$ cat config.mk
export PLATFORM = sky130hd
export DESIGN_NAME = inst_loader
export DESIGN_NICKNAME = d
export VERILOG_FILES = /design/src/rtl/inst_loader.sv
export SDC_FILE = /design/constraint.sdc
export NUM_CORES = 1
export LEC_CHECK = 0
export CORE_ASPECT_RATIO = 0.9
export CORE_MARGIN = 5
export CORE_UTILIZATION = 48
export CTS_CLUSTER_SIZE = 40
export DETAILED_ROUTE_END_ITERATION = 12
export PLACE_DENSITY = 0.76
export SLEW_MARGIN = 40
export SYNTH_ARGS = -nofsm -noshare
export SYNTH_HDL_FRONTEND = slang
export SYNTH_SLANG_ARGS = --single-unit
$ cat constraint.sdc
create_clock -name clk -period 2.2 [get_ports clk]
set_clock_uncertainty 0.1 [all_clocks]
set_input_delay 0.44 -clock clk [delete_from_list [all_inputs] [get_ports clk]]
set_output_delay 0.44 -clock clk [all_outputs]
set_load 0.05 [all_outputs]
$ cat src/rtl/inst_loader.sv
// Instruction-memory loader: turns a host byte stream (2-byte count header, then little-endian
// words) into sequential memory writes and holds the controller in reset until the program is stored.
module inst_loader #(
  parameter int INST_WIDTH = 32,
  parameter int INST_DEPTH = 8,
  parameter bit AUTO_START = 1'b1
) (
  input  logic                  clk,
  input  logic                  reset,
  input  logic                  start,
  input  logic [7:0]            s_data,
  input  logic                  s_valid,
  output logic                  s_ready,
  output logic [INST_DEPTH-1:0] inst_write_addr,
  output logic [INST_WIDTH-1:0] inst_write_data,
  output logic                  inst_write_enable,
  output logic                  core_reset,
  output logic                  busy,
  output logic                  done,
  output logic                  error,
  output logic [INST_DEPTH:0]   loaded_count
);

  localparam int INST_BYTES = (INST_WIDTH + 7) / 8;
  localparam int ASM_WIDTH  = INST_BYTES * 8;
  localparam int BIDX_WIDTH = (INST_BYTES > 1) ? $clog2(INST_BYTES) : 1;
  localparam logic [BIDX_WIDTH-1:0] LAST_BYTE = BIDX_WIDTH'(INST_BYTES - 1);
  localparam logic [16:0] MAX_WORDS = 17'(2 ** INST_DEPTH);

  localparam logic [2:0] ST_IDLE  = 3'd0;
  localparam logic [2:0] ST_HDR   = 3'd1;
  localparam logic [2:0] ST_LOAD  = 3'd2;
  localparam logic [2:0] ST_WRITE = 3'd3;
  localparam logic [2:0] ST_DONE  = 3'd4;

  logic [2:0]            state_r;
  logic [2:0]            state_next_s;
  logic                  error_next_s;
  logic                  clear_s;
  logic                  accept_s;
  logic [15:0]           hdr_count_s;
  logic                  hdr_phase_r;
  logic [7:0]            hdr_lo_r;
  logic [16:0]           remaining_r;
  logic [BIDX_WIDTH-1:0] byte_idx_r;
  logic [ASM_WIDTH-1:0]  asm_r;
  logic [INST_DEPTH-1:0] addr_r;
  logic [INST_DEPTH:0]   loaded_count_r;
  logic                  s_ready_r;
  logic                  write_enable_r;
  logic                  core_reset_r;
  logic                  busy_r;
  logic                  done_r;
  logic                  error_r;

  assign accept_s    = s_valid & s_ready_r;
  assign hdr_count_s = {s_data, hdr_lo_r};

  assign s_ready           = s_ready_r;
  assign inst_write_addr   = addr_r;
  assign inst_write_data   = asm_r[INST_WIDTH-1:0];
  assign inst_write_enable = write_enable_r;
  assign core_reset        = core_reset_r;
  assign busy              = busy_r;
  assign done              = done_r;
  assign error             = error_r;
  assign loaded_count      = loaded_count_r;

  // Next-state and sticky-error decision for the load sequence.
  always_comb begin
    state_next_s = state_r;
    error_next_s = error_r;
    clear_s      = 1'b0;
    case (state_r)
      ST_IDLE: begin
        if (start || AUTO_START) begin
          state_next_s = ST_HDR;
          error_next_s = 1'b0;
          clear_s      = 1'b1;
        end else begin
          state_next_s = ST_IDLE;
        end
      end
      ST_HDR: begin
        if (accept_s && hdr_phase_r) begin
          if (hdr_count_s == 16'd0) begin
            state_next_s = ST_DONE;
          end else if ({1'b0, hdr_count_s} > MAX_WORDS) begin
            state_next_s = ST_DONE;
            error_next_s = 1'b1;
          end else begin
            state_next_s = ST_LOAD;
          end
        end else begin
          state_next_s = ST_HDR;
        end
      end
      ST_LOAD: begin
        if (accept_s && (byte_idx_r == LAST_BYTE)) begin
          state_next_s = ST_WRITE;
        end else begin
          state_next_s = ST_LOAD;
        end
      end
      ST_WRITE: begin
        if (remaining_r == 17'd1) begin
          state_next_s = ST_DONE;
        end else begin
          state_next_s = ST_LOAD;
        end
      end
      ST_DONE: begin
        if (start) begin
          state_next_s = ST_HDR;
          error_next_s = 1'b0;
          clear_s      = 1'b1;
        end else begin
          state_next_s = ST_DONE;
        end
      end
      default: begin
        state_next_s = ST_IDLE;
      end
    endcase
  end

  // State and status outputs, registered from the next state so they line up with it.
  always_ff @(posedge clk or negedge reset) begin
    if (!reset) begin
      state_r        <= ST_IDLE;
      error_r        <= 1'b0;
      s_ready_r      <= 1'b0;
      write_enable_r <= 1'b0;
      core_reset_r   <= 1'b1;
      busy_r         <= 1'b0;
      done_r         <= 1'b0;
    end else begin
      state_r        <= state_next_s;
      error_r        <= error_next_s;
      s_ready_r      <= (state_next_s == ST_HDR) || (state_next_s == ST_LOAD);
      write_enable_r <= (state_next_s == ST_WRITE);
      busy_r         <= (state_next_s == ST_HDR) || (state_next_s == ST_LOAD) ||
                        (state_next_s == ST_WRITE);
      done_r         <= (state_next_s == ST_DONE);
      // Controller runs only once a load has finished cleanly.
      core_reset_r   <= !((state_next_s == ST_DONE) && !error_next_s);
    end
  end

  // Header capture, word assembly and address/count bookkeeping.
  always_ff @(posedge clk or negedge reset) begin
    if (!reset) begin
      hdr_phase_r    <= 1'b0;
      hdr_lo_r       <= 8'd0;
      remaining_r    <= 17'd0;
      byte_idx_r     <= '0;
      asm_r          <= '0;
      addr_r         <= '0;
      loaded_count_r <= '0;
    end else if (clear_s) begin
      hdr_phase_r    <= 1'b0;
      byte_idx_r     <= '0;
      addr_r         <= '0;
      loaded_count_r <= '0;
    end else begin
      case (state_r)
        ST_HDR: begin
          if (accept_s) begin
            if (!hdr_phase_r) begin
              hdr_lo_r    <= s_data;
              hdr_phase_r <= 1'b1;
            end else begin
              remaining_r <= {1'b0, hdr_count_s};
              hdr_phase_r <= 1'b0;
            end
          end
        end
        ST_LOAD: begin
          if (accept_s) begin
            asm_r[{byte_idx_r, 3'b000} +: 8] <= s_data;
            if (byte_idx_r == LAST_BYTE) begin
              byte_idx_r <= '0;
            end else begin
              byte_idx_r <= byte_idx_r + BIDX_WIDTH'(1);
            end
          end
        end
        ST_WRITE: begin
          // Address wraps naturally after a full-depth load; it is never written again.
          addr_r         <= addr_r + INST_DEPTH'(1);
          loaded_count_r <= loaded_count_r + (INST_DEPTH + 1)'(1);
          remaining_r    <= remaining_r - 17'd1;
        end
        default: begin
          hdr_phase_r <= hdr_phase_r;
        end
      endcase
    end
  end

endmodule

After elaboration in Yosys (flattened, before gate mapping)
Cells that the tools add are included.
{"block": "op_classes", "n_addsub": 5, "n_lt_le_gt_ge": 1, "n_eq_ne": 12, "shifts": 2, "muxes": 30, "n_bitwise": 3, "reduce_logical": 19}
{"cell": "17-bit two-way mux", "n": 2}
{"cell": "17-bit case mux with 2 select lines", "n": 1}
{"cell": "32-bit bitwise mux", "n": 1}
{"cell": "8-bit by 7-bit variable shift with 32-bit output, first input constant", "n": 1}
{"cell": "8-bit by 7-bit variable part select with 32-bit output", "n": 1}
{"cell": "9-bit two-way mux", "n": 2}
{"cell": "17-bit by 1-bit == test with 1-bit output, second input constant", "n": 1}
{"cell": "17-bit by 1-bit subtractor with 17-bit output, second input constant", "n": 1}
{"cell": "16-bit by 9-bit > comparator with 1-bit output, second input constant", "n": 1}
{"cell": "16-bit zero test", "n": 1}
{"cell": "8-bit two-way mux", "n": 2}
{"cell": "3-bit two-way mux", "n": 5}
{"cell": "3-bit case mux with 5 select lines", "n": 1}
{"cell": "3-bit by 2-bit == test with 1-bit output, second input constant", "n": 4}
{"cell": "1-bit two-way mux", "n": 10}
{"cell": "2-bit nonzero test", "n": 5}
{"cell": "9-bit by 1-bit adder with 9-bit output, second input constant", "n": 1}
{"cell": "8-bit by 1-bit adder with 8-bit output, second input constant", "n": 1}
{"cell": "2-bit two-way mux", "n": 4}
{"cell": "4-bit AND reduction", "n": 2}
{"cell": "5-bit negation with 7-bit output", "n": 1}
{"cell": "3-bit by 1-bit == test with 1-bit output, second input constant", "n": 2}
{"cell": "3-bit == test, second input constant", "n": 2}
{"cell": "2-bit != test, second input constant", "n": 2}
{"cell": "other kinds (12)", "n": 18}
{"block": "totals", "reg_bits": 86, "inputBits": 12, "output_inout_bits": 55, "elab_cells": 86}

Depth between registers and ports, before layout
Gate-level depths: netlist of run 1.
{"block": "depth", "ltp_word": 8, "depth_mapped": 8, "ltp_nobuf": 7}

Worst setup path before layout of run 1
Ideal clock, no wire load.
{"block": "synth_timing", "path_type": "reg-to-reg", "startpoint": "register remaining_r[0]", "endpoint": "register remaining_r[12]", "setup_time_ns": 0.135, "arrival_ns": 1.884, "required_time_ns": 1.965, "setup_slack_ns": 0.081, "path_stages_with_launch": 9, "n_path_buf": 1, "period_less_slack_ns": 2.119, "path_cell_list": "dfrtp_1 -> inv_1 -> ha_1 -> or3b_2 -> clkbuf_1 -> nor3_1 -> nand2_1 -> nor4_1 -> o22ai_1"}
{"block": "synth_between", "elab_chain_len": 2}
{"item": "start: declaration", "line_no": "44", "rtl": "logic [16:0] remaining_r;"}
{"item": "start signal: assignment", "line_no": "173", "rtl": "remaining_r <= {1'b0, hdr_count_s};"}
{"item": "start signal: assignment", "line_no": "192", "rtl": "remaining_r <= remaining_r - 17'd1;"}
{"item": "17-bit by 1-bit subtractor with 17-bit output", "line_no": "192"}
{"item": "17-bit case mux with 2 select lines", "line_no": "166", "rtl": "case (state_r)"}
Every way passes these cells.
A chain may end at the register's enable or synchronous reset.

Worst setup path in the final report of run 1
{"block": "layout_timing", "startpoint": "register remaining_r[6]", "endpoint": "register remaining_r[11]"}
Same word-level chain as after synthesis.

==> results of run 1 <==
[layout make-up]
| cell class | instances | area, um^2 | area share [%] |
|---|---|---|---|
| Sequential cell | 86 | 2150 | 40.4 |
| Multi-Input combinational cell | 314 | 1810 | 33.9 |
| Timing Repair Buffer | 106 | 990 | 18.6 |
| Clock buffer | 11 | 141 | 2.65 |
| Tap cell | 99 | 124 | 2.32 |
| Clock inverter | 5 | 82.6 | 1.55 |
| Inverter | 8 | 30.0 | 0.564 |
[worst paths after layout]
check | start | end
worst max-delay path | remaining_r[6] | remaining_r[11]
worst min-delay path | inst_write_data[31] | inst_write_data[31]
worst max register to register | remaining_r[6] | remaining_r[11]
worst min register to register | inst_write_data[31] | inst_write_data[31]
max in group asynchronous | reset | loaded_count[6]
min in group asynchronous | reset | s_ready
[metrics by stage]
| stage | utilization, % | worst slack (ns) |
|---|---|---|
| after detailed placement | 62.4 | -0.0591 |
| after CTS | 65.3 | 0.0292 |
| final | 65.7 | 0.0473 |
| after floorplan | - | 0.0810 |
| after global placement | 62.4 | -0.00335 |
| after global routing | 65.7 | -0.00109 |
[power by group]
part	total (mW)	switching [mW]	internal, mW	leakage [nW]
sequential	2.13	0.276	1.86	1.13
clock	1.24	0.565	0.674	0.113
combinational	1.26	0.696	0.563	1.11
total	4.63	1.54	3.09	2.35
[routing by layer]
layer  GRT usage (%)  vias to the layer above  routed length, um
met5               0                        -                  0
li1                -                     1672                  -
met3            6.13                       20                778
met1            28.1                     1715               4470
met4            7.96                        0                240
met2            35.4                      144               5170
[critical path, cell delays in order, from the launching register on]
cell and delay, ns:
sky130_fd_sc_hd__dfrtp_1 0.41, sky130_fd_sc_hd__or4_4 0.58, sky130_fd_sc_hd__or3_4 0.42, sky130_fd_sc_hd__nor4_4 0.19
sky130_fd_sc_hd__nor3_1 0.09, sky130_fd_sc_hd__a311oi_1 0.26
[cell usage in the layout, fill, tap and decap left out, types with 4 or more instances in the layout]
master / instances
sky130_fd_sc_hd__nand2_1: 97
sky130_fd_sc_hd__dfrtp_1: 85
sky130_fd_sc_hd__clkdlybuf4s50_1: 60
sky130_fd_sc_hd__o21ai_0: 44
sky130_fd_sc_hd__nor2_1: 41
sky130_fd_sc_hd__buf_4: 39
sky130_fd_sc_hd__xor2_1: 12
sky130_fd_sc_hd__clkbuf_8: 10
sky130_fd_sc_hd__nor3_1: 9
sky130_fd_sc_hd__ha_1: 9
sky130_fd_sc_hd__inv_1: 8
sky130_fd_sc_hd__a21oi_1: 8
sky130_fd_sc_hd__mux2_2: 8
sky130_fd_sc_hd__nand4_1: 7
sky130_fd_sc_hd__nand3_1: 6
sky130_fd_sc_hd__nor4_1: 4
sky130_fd_sc_hd__nand2b_1: 4
sky130_fd_sc_hd__a31oi_1: 4
[cells by family after synthesis]
logic type,after synthesis,synth area share [%]
compound gates,83,12.5
xor+xnor,15,3.26
fa+ha+maj,10,3.11
buf+inv,26,2.48
flops,86,53.4
mux,8,2.24
simple gates,198,23.0
[flip-flops by register name, indices dropped and copies added, names as in the netlist]
| register | count |
|---|---|
| inst_write_enable | 1 |
| inst_write_data | 32 |
| loaded_count | 9 |
| error | 1 |
| state_r | 3 |
| byte_idx_r | 2 |
| remaining_r | 17 |
| done | 1 |
| core_reset | 1 |
| hdr_phase_r | 1 |
| hdr_lo_r | 8 |
| inst_write_addr | 8 |
| busy | 1 |
| s_ready | 1 |
[what timing repair did]
item / 4_1_cts / 5_1_grt
gates resized for setup: 2 / 9
endpoints found under the setup margin: 4 / 11
hold buffers: 1 / 0
endpoints found under the hold margin: 35 / 0
pin swaps: 0 / 1
==> results.txt, run 1 <==
* Status: finished, final reports clean
- Final-report setup violation count: 0
- Of the cells placed in the final design, the portion with a size suffix greater than 1 is 15.1%.
- Among all cell types in the netlist, the one instantiated most often is sky130_fd_sc_hd__nand2_1.
* Most used flip-flop cell after synthesis: sky130_fd_sc_hd__dfrtp_1
- Number of standard cells in the final layout excluding fillers: 629
* Number of antenna violations at the first check in global routing: 0
- The share of the Yosys chip area taken by registers is 53.4%.
- Clock tree from TritonCTS: yes
- Ant diodes: 0
* Worst Reg-to-Reg Cells: 5
- Vias: 3551
* Kind of path behind the tightest hold check: reg -> reg
- The number of placed instances, taps included, is 612.
- The number of global-route vias before repair was 3666.
* GP Congestion: 0.909
- The first detailed-routing pass took 4 iterations.
- The number of nets in the synthesized netlist is 448.
* Final global-route overflow total: 0
* Placed inst area: 5060 um^2
- Number of vias per cell after detailed routing: 5.65
- Master cell of the clock root buffer: sky130_fd_sc_hd__clkbuf_8
- In this run the vertical extent of the chip is 96.9 um.
* CTS clock-pin slew for the worst setup and hold paths: 0.09 ns
- Hold is met by 0.393 ns.
- Time the worst path needs with I/O delays and setup: 2.15 ns
- The worst path uses 97.9% of the clock period.
- DPL Wire Length: 7630 um
- Wire length of the first global-routing pass: 18200 um
- Top cell types by occurrence after synthesis: 97 x sky130_fd_sc_hd__nand2_1, 85 x sky130_fd_sc_hd__dfrtp_1, 45 x sky130_fd_sc_hd__o21ai_0, 41 x sky130_fd_sc_hd__nor2_1, 16 x sky130_fd_sc_hd__clkbuf_1
- Each instance of the synthesized netlist takes up on average 9.46 um^2.
* Core footprint: 8110 um^2
- Design Area, Final: 5330 um^2
- In this run the static leakage power is 2.35 nW.
* Post-synthesis async set-or-reset flop share: 100%
* Startpoint class of the critical path: flip-flop
* Number of instances in the synthesized netlist: 426
* H-tree levels: 3
- Area Overhead vs Synth: 32.3%
- In this run, synthesis produced a sequential element count of 86.
* Post-route ant nets: 0
- In this run the worst path has a maximum fanout of 6.
* Setup repair after global routing missed its margin: yes
* Cell taking the most area after synthesis: sky130_fd_sc_hd__dfrtp_1
- The number of setup buffers added after CTS is 0.
- Worst max-slew margin expressed relative to the limit: 63.6%
- In the final routed layout, each cell accounts on average for 17.0 um.
* Max-cap violation count: 0
- Final total power: 4.63 mW
* Worst vdd rail ir drop: 0.364 mV
* DRC violations left: 0
- Along the worst hold path, the cell count comes to 2.
- Counting along the longest clock path gives a buffer depth of 2.
- For the worst-skew pair, the clock arrives at the later sink with an insertion delay of 0.35 ns.
* Post-synthesis instance area: 4030 um^2
* Number of enable-type register cells in the synthesized netlist: 0
- Worst Path Class, Setup: reg -> reg
- The final layout contains routed wiring with a total length of 10700 um.
- Yosys top cell area share: 52.8%
- Entering global routing, the biggest net connects 40 pins.
- After routing, the total negative slack on setup checks comes to 0 ns.
- Derived from the worst setup path, the maximum achievable clock frequency is 465 MHz.
* Net total in the final layout: 547
- The max-slew violation count was 0.
* Total clock sinks: 86
* Required @ worst endpoint: 2.34 ns
- Total power divided by cell area: 869 nW/um^2
- Once the floorplan was initialized, standard cells occupied 49.7% of the core.
* I/O Buffers: 66
* Kind of end point of the critical path: flip-flop
* Synthesis Warnings: 0
- At the worst endpoint, the arrival time is 2.29 ns.
- Counting the buffers created by CTS gives 9.
- Area of the die: 10300 um^2
- GR Util All Layers: 21.9%
- Reg-to-reg slack, setup: 0.05 ns
- The initialized floorplan defines 31 standard-cell rows.
* Chip Width: 107 um
- Total I/O pin count: 67
* Hold violation count in the final report: 0
- The netlist uses 52 different library cells.
- Area contributors post-synth: sky130_fd_sc_hd__dfrtp_1 53%, sky130_fd_sc_hd__nand2_1 9.0%, sky130_fd_sc_hd__o21ai_0 5.6%
* Fill cell total of the finished layout: 631
* Initial drt markers: 243
- For the pin with the worst max-slew slack, the measured transition is 0.544 ns.
Power figures use the tool's default switching activity.
==> inputs of run 2 (changes only) <==
--- a/config.mk
+++ b/config.mk
@@ -7,10 +7,9 @@
 export LEC_CHECK = 0
 export CORE_ASPECT_RATIO = 0.9
 export CORE_MARGIN = 5
-export CORE_UTILIZATION = 48
+export CORE_UTILIZATION = 35
 export CTS_CLUSTER_SIZE = 40
 export DETAILED_ROUTE_END_ITERATION = 12
-export PLACE_DENSITY = 0.76
 export SLEW_MARGIN = 40
 export SYNTH_ARGS = -nofsm -noshare
 export SYNTH_HDL_FRONTEND = slang
==> run 2 against run 1 <==
Against the previous run: clock power up 40%; routed wire length up 1.5%; critical path depth stayed put; die area up 33%; core utilization shrank 17 points; via count decreased by 3.4%; fmax is 1.1% lower; worst setup slack worse by 0.024 ns; power is 11% higher; sequential power is essentially flat; final cell count grew 9.7%; worst hold slack lost 0.010 ns.
==> results.txt, run 2 (synthesized netlist as in run 1, its figures left out) <==
- The max capacitance violation total came to 0 (unchanged).
* Hold violation count in the final report: 0 (unchanged)
* Required @ worst endpoint: 2.31 ns (was 2.34 ns)
- The endpoint class of the critical path is a flip-flop (unchanged).
* Final core utilization: 49.0% (was 65.7%)
- Area Overhead vs Synth: 37.9% (was 32.3%)
* Largest net degree at the start of global routing: 45 (was 40)
- Buf/Inv on CP: 0 (unchanged)
- Worst Reg-to-Reg Cells: 5 (unchanged)
- The startpoint of the worst register-to-register path is remaining_r[6] (unchanged).
* Maximum clock path buffer count: 2 (unchanged)
- The endpoint of the worst hold-timing path is inst_write_data[23] (was inst_write_data[31]).
* Number of global-route vias before repair: 3431 (was 3666)
- The count of cells along the worst hold path is 2 (unchanged).
- Total I/O pin count: 67 (unchanged)
* Min-delay src: inst_write_data[23] (was inst_write_data[31])
* Average routed wire per standard cell: 15.7 um (was 17.0 um)
- Startpoint class of the critical path: flip-flop (unchanged)
- Setup repair after global routing missed its margin: yes (unchanged)
* Slowest stage cell, crit path: sky130_fd_sc_hd__or4_4 (unchanged)
* Most common cell after layout, fill and taps aside: sky130_fd_sc_hd__nand2_1 (unchanged)
* Total clock sinks: 86 (unchanged)
* Power share of the clock group: 33.7% (was 26.8%)
- The share of final-layout standard cells stronger than drive strength 1 came to 15.7% (was 15.1%).
- The cell row count is 37 (was 31).
* Kind of cell adding the most delay to the critical path: simple AND/OR/NAND/NOR gates (unchanged)
- The y dimension of the die was 112 um (was 96.9 um).
- Critical register-to-register path endpoint: remaining_r[11] (unchanged)
- The maximum fanout along the worst path came to 4 (was 6).
- The worst-case register-to-register setup slack was 0.02 ns (was 0.05 ns).
- Design Area, Final: 5550 um^2 (was 5330 um^2)
* Maximum single-stage delay on the critical path: 0.59 ns (was 0.58 ns)
- Worst max-slew margin expressed relative to the limit: 65.6% (was 63.6%)
* H-tree levels: 3 (unchanged)
- Area of the die: 13800 um^2 (was 10300 um^2)
- The internal power consumption came to 3.58 mW (was 3.09 mW).
* Status: finished, final reports clean (unchanged)
- Final global-route overflow total: 0 (unchanged)
- The number of flip-flops under the largest register name was 32 (unchanged).
* Initial drt markers: 177 (was 243)
- DRC violations left: 0 (unchanged)
- The first-pass GRT wire length was 17900 um (was 18200 um).
- The overall fraction of global-route tracks in use came to 16.5% (was 21.9%).
- The signal arrival time at the worst endpoint came to 2.29 ns (about the same).
- The initial antenna violation count came to 0 (unchanged).
- The type of the worst setup path was reg -> reg (unchanged).
* Post-route clock period utilization: 99.0% (was 97.9%)
- Slew at the pin closest to its max-slew limit: 0.514 ns (was 0.544 ns)
- Switching power share of the total: 30.4% (was 33.2%)
- The final RePlAce weighted congestion is 0.881 (was 0.909).
- The number of buffers added on ports was 66 (unchanged).
- Total power divided by cell area: 926 nW/um^2 (was 869 nW/um^2)
- The mean number of vias per cell was 4.97 (was 5.65).
- The worst path setup slack after routing was 0.0230 ns (was 0.0473 ns).
- Initial Util: 35.5% (was 49.7%)
- Master cell of the clock root buffer: sky130_fd_sc_hd__clkbuf_16 (was sky130_fd_sc_hd__clkbuf_8)
* CTS clock-pin slew for the worst setup and hold paths: 0.06 ns (was 0.09 ns)
- The power consumption is 5.15 mW (was 4.63 mW).
* Final-report setup violation count: 0 (unchanged)
- The standard cell core area is 11300 um^2 (was 8110 um^2).
- Kind of path behind the tightest hold check: reg -> reg (unchanged)
* Post-route ant nets: 0 (unchanged)
- The worst supply voltage drop on vdd came to 0.472 mV (was 0.364 mV).
* Placed inst area: 5160 um^2 (was 5060 um^2)
- The antenna cell count came to 0 (unchanged).
* Leading cell types in the layout, fill and taps excluded: 97 x sky130_fd_sc_hd__nand2_1, 85 x sky130_fd_sc_hd__dfrtp_1, 63 x sky130_fd_sc_hd__clkdlybuf4s50_1 (was 97 x sky130_fd_sc_hd__nand2_1, 85 x sky130_fd_sc_hd__dfrtp_1, 60 x sky130_fd_sc_hd__clkdlybuf4s50_1)
- DPL Wire Length: 7670 um (was 7630 um)
* Clk_lat worst skew: 0.33 ns (was 0.35 ns)
- The number of nets in the final layout was 552 (was 547).
- CP Cell Sequence: or4_4, or3_4, nor4_4, nor3_1, a311oi_1 (unchanged).
* Clock tree from TritonCTS: yes (unchanged)
- The final wirelength came to 10800 um (was 10700 um).
* Vias: 3429 (was 3551)
* Detailed-routing iteration count for the pre-antenna-repair pass: 6 (was 4)
- The worst setup slack before clock tree synthesis came to -0.0437 ns (was -0.0591 ns).
- Achievable frequency: 459 MHz (was 465 MHz)
- The switching power summed over all nets came to 1.57 mW (was 1.54 mW).
- The final critical path time including I/O delays and setup was 2.18 ns (was 2.15 ns).
* Final Max Tran Viols: 0 (unchanged)
- Chip Width: 123 um (was 107 um)
- The clock buffer count from CTS is 9 (unchanged).
- Proportion of power drawn by combinational gates: 25.2% (was 27.2%)
- The cell leakage power came to 2.39 nW (was 2.35 nW).
* Part of the total power dissipated in sequential elements: 41.2% (was 46.0%)
## run 2: layout make-up
cell class / instances / area, um^2
inverter: 8 / 30.0
clock inverter: 4 / 95.1
clock buffer: 11 / 243
fill: 1054 / 5790
multi-input combinational: 314 / 1810
timing repair buffer: 111 / 1020
sequential: 86 / 2150
tap: 156 / 195
## run 2: worst max-delay path by stage
stage          depth (start not counted)      startpoint  slack (ns)         endpoint
3_5_place_dp                           7         s_valid       -0.04   remaining_r[9]
5_1_grt                                5  remaining_r[6]       -0.02  remaining_r[11]
6_report                               5  remaining_r[6]        0.02  remaining_r[11]
3_3_place_gp                           7         s_valid       -0.05   remaining_r[9]
2_1_floorplan                          8  remaining_r[0]        0.08  remaining_r[12]
4_1_cts                                5  remaining_r[6]        0.03  remaining_r[11]
## run 2: layer usage
layer | vias to the layer above | global-route usage [%] | part of all wire [%]
met3 | 9 | 2.84 | 5.5
met4 | 0 | 5.46 | 1.1
li1 | 1679 | - | -
met1 | 1657 | 23.4 | 47
met2 | 84 | 25.4 | 47
met5 | - | 0 | 0
## run 2: timing repair
action                                  in CTS  in global routing
pin swaps                                    0                  4
endpoints found under the hold margin       14                  0
endpoints found under the setup margin       1                  5
gates resized for setup                      1                  7
buffers inserted                             0                  1
hold buffers                                 1                  0
cloned                                       0                  0
## run 2: worst register-to-register path, cell delays in order, from the launching register on
cell and delay (ns):
sky130_fd_sc_hd__dfrtp_1 0.42, sky130_fd_sc_hd__or4_4 0.59, sky130_fd_sc_hd__or3_4 0.43, sky130_fd_sc_hd__nor4_4 0.17, sky130_fd_sc_hd__nor3_1 0.07, sky130_fd_sc_hd__a311oi_1 0.28
## run 2: power by group through the flow
stage / combinational (mW) / clock, mW / sequential, mW
after global placement: 1.22 / 0 / 2.13
after detailed placement: 1.25 / 0 / 2.13
after CTS: 1.27 / 1.77 / 2.11
final: 1.29 / 1.73 / 2.12
after floorplan: 0.612 / 0 / 2.22
after global routing: 1.41 / 1.84 / 2.16
## run 2: per-stage QoR
step	cells	setup TNS [ns]	hold WS, ns
floorplan	426	0	0.0444
global placement	673	-0.0865	0.220
detailed placement	673	-0.118	0.221
CTS	689	0	0.390
global route	690	-0.0389	0.413
finish	690	0	0.383
==> inputs of run 3 (changes only) <==
--- a/config.mk
+++ b/config.mk
@@ -10,7 +10,7 @@
 export CORE_UTILIZATION = 35
 export CTS_CLUSTER_SIZE = 40
 export DETAILED_ROUTE_END_ITERATION = 12
-export SLEW_MARGIN = 40
+export SLEW_MARGIN = 20
 export SYNTH_ARGS = -nofsm -noshare
 export SYNTH_HDL_FRONTEND = slang
 export SYNTH_SLANG_ARGS = --single-unit
==> results of run 3 <==
No change in the layout: final DEF, timing and power equal those of run 2.
==> RTL change, RTL diff (config.mk and constraints of run 3) <==
Set the parameter `AUTO_START` to 1'b0 (it was 1'b1).
--- a/src/rtl/inst_loader.sv
+++ b/src/rtl/inst_loader.sv
@@ -4,5 +4,5 @@
   parameter int INST_WIDTH = 32,
   parameter int INST_DEPTH = 8,
-  parameter bit AUTO_START = 1'b1
+  parameter bit AUTO_START = 1'b0
 ) (
   input  logic                  clk,
Formal check against the unedited RTL: not equivalent (Yosys sat finds a counterexample within 4 cycles, from zero or initial values and one cycle with reset low).
==> RTL change against run 3 <==
Critical path depth decreased by 4. Via count decreased by 3.2%. Total power decreased by 1.8%. Worst hold slack got worse by 0.34 ns. Die area increased by 0.48%. Design area decreased by 3.0%. Setup slack improved by 0.037 ns. Global-route usage decreased by 0.86 points. Area after synthesis increased by 0.53%. Routed wire length decreased by 5.7%. First-iteration DRC count increased by 4.5%. Sequential cell count unchanged. Critical endpoint is now inst_write_addr[3]. Largest power group unchanged.
==> RTL change: results (changes against run 3) <==
stage	metric	value	unit	change
status	status	complete, no violations		
worst_setup_path	launch instance of the worst register-to-register path	remaining_r[2]$_DFFE_PN0P_		
routing	number of detailed-route iterations in the first pass	5		-1
cells_and_area	Final Instance Count excl. Fillers	673		-2.5%
routing	aggregate routed wire length	10200	um	-5.7%
yosys	sequential-to-total area share from yosys stat	53.2	%	-0.28 points
timing	Max transition margin	60.4	%	-5.2 points
yosys	top cells by area in the synthesized netlist	dfrtp_1 (53%), nand2_1 (8.8%), o21ai_0 (5.7%), nor2_1 (3.7%), ha_1 (3.1%)		
worst_setup_path	highest net fanout along the worst path	5		+1
power_and_ir_drop	maximum VDD drop	0.471	mV	-0.19%
worst_setup_path	category of cells accounting for the largest share of critical-path delay	buffers and inverters		
worst_setup_path	max incr delay on CP	0.84	ns	+0.25 ns
worst_setup_path	Crit-path slowest cell	clkdlybuf4s50_1		
placed_design	routability cong.	0.824		-6.5%
routing	violation count after the first detailed-route iteration	185		+4.5%
yosys	count of unique library cells instantiated by Yosys	48		-7.7%
worst_setup_path	data arrival time at the worst-slack endpoint	1.60	ns	-0.69 ns
placed_design	final HPWL from detailed placement	7220	um	-5.8%
worst_setup_path	worst r2r dst	s_ready$_DFF_PN0_		
yosys	Mapped Avg Cell Area	9.51	um2	+0.53%
global_route	largest net degree at the start of global routing	87		+93%
placed_design	dpl cell area	5060	um2	-1.9%
global_route	wire length of the first global-routing pass	17100	um	-4.2%
cells_and_area	number of nets in the layout	536		-2.9%
worst_setup_path	beginning of the critical path	inst_write_addr[3]$_DFFE_PN0P_		
worst_setup_path	worst reg-to-reg setup slack	0.17	ns	+0.15 ns
clocking	number of setup buffers added after CTS	0		unchanged
global_route	combined global-route utilization of all metal layers	15.6	%	-0.86 points
yosys	most frequent cells after synthesis	nand2_1 (95), dfrtp_1 (85), o21ai_0 (46)		
placed_design	cell count after placement	659		-2.1%
power_and_ir_drop	leakage power	2.31	nW	-3.2%
hold_path	Hold Crit Class	input pin to async pin		
## RTL change: cell types whose count changed in the layout (fill, tap and decap cells not counted), moves of 3 or more
cell and delta:
buf_4 -17, nand3_1 +6, a21oi_1 +4, and3_1 +4
nand2b_1 -3, nor4_1 -3, o21a_1 +3
## RTL change: metal layers
layer  vias to the layer above  global-route usage (%)  part of all wire (%)
met3                         9                    2.77                   3.9
li1                       1646                       -                     -
met2                        70                    23.6                    46
met4                         0                    5.02                   1.7
met5                         -                       0                     0
met1                      1595                    22.7                    48
## RTL change: how the worst max path moves through the flow
stage | cells after the start | endpoint
6_report | 1 | inst_write_addr[3]
4_1_cts | 1 | inst_write_addr[3]
5_1_grt | 1 | s_ready
3_3_place_gp | 6 | core_reset$_DFF_PN1_
3_5_place_dp | 6 | core_reset$_DFF_PN1_
2_1_floorplan | 5 | inst_write_data[0]$_DFFE_PN0P_
## RTL change: stage by stage
stage               hold WS (ns)  setup slack, ns  total power [W]
finish                    0.0436           0.0598          0.00505
global route              0.0818          0.00402          0.00532
CTS                       0.0594           0.0447          0.00509
detailed placement         0.373          -0.0625          0.00338
global placement           0.366          -0.0562          0.00334
floorplan                 0.0444            0.360          0.00291
## RTL change: logic make-up after synthesis
kind of cell	count (synthesis)	synth area share, %
and+or+nand+nor	195	22.6
AOI/OAI and AO/OA	87	12.8
DFF	86	53.2
buffers and inverters	23	2.41
xor gates and xnor gates	17	3.68
adders and majority gates	10	3.09
muxes	8	2.22
## RTL change: layout make-up
cell class | instances | area, um2
Clock buffer | 10 | 229
Multi-Input combinational cell | 317 | 1800
Fill cell | 1082 | 6000
Clock inverter | 4 | 97.6
Tap cell | 156 | 195
Timing Repair Buffer | 93 | 883
Inverter | 7 | 26.3
Sequential cell | 86 | 2150
## RTL change: report_power, final
group          switching (W)  leakage (nW)  internal, W
Clock               0.000597         0.155      0.00110
Sequential          0.000303          1.13      0.00187
Combinational       0.000680          1.03     0.000500
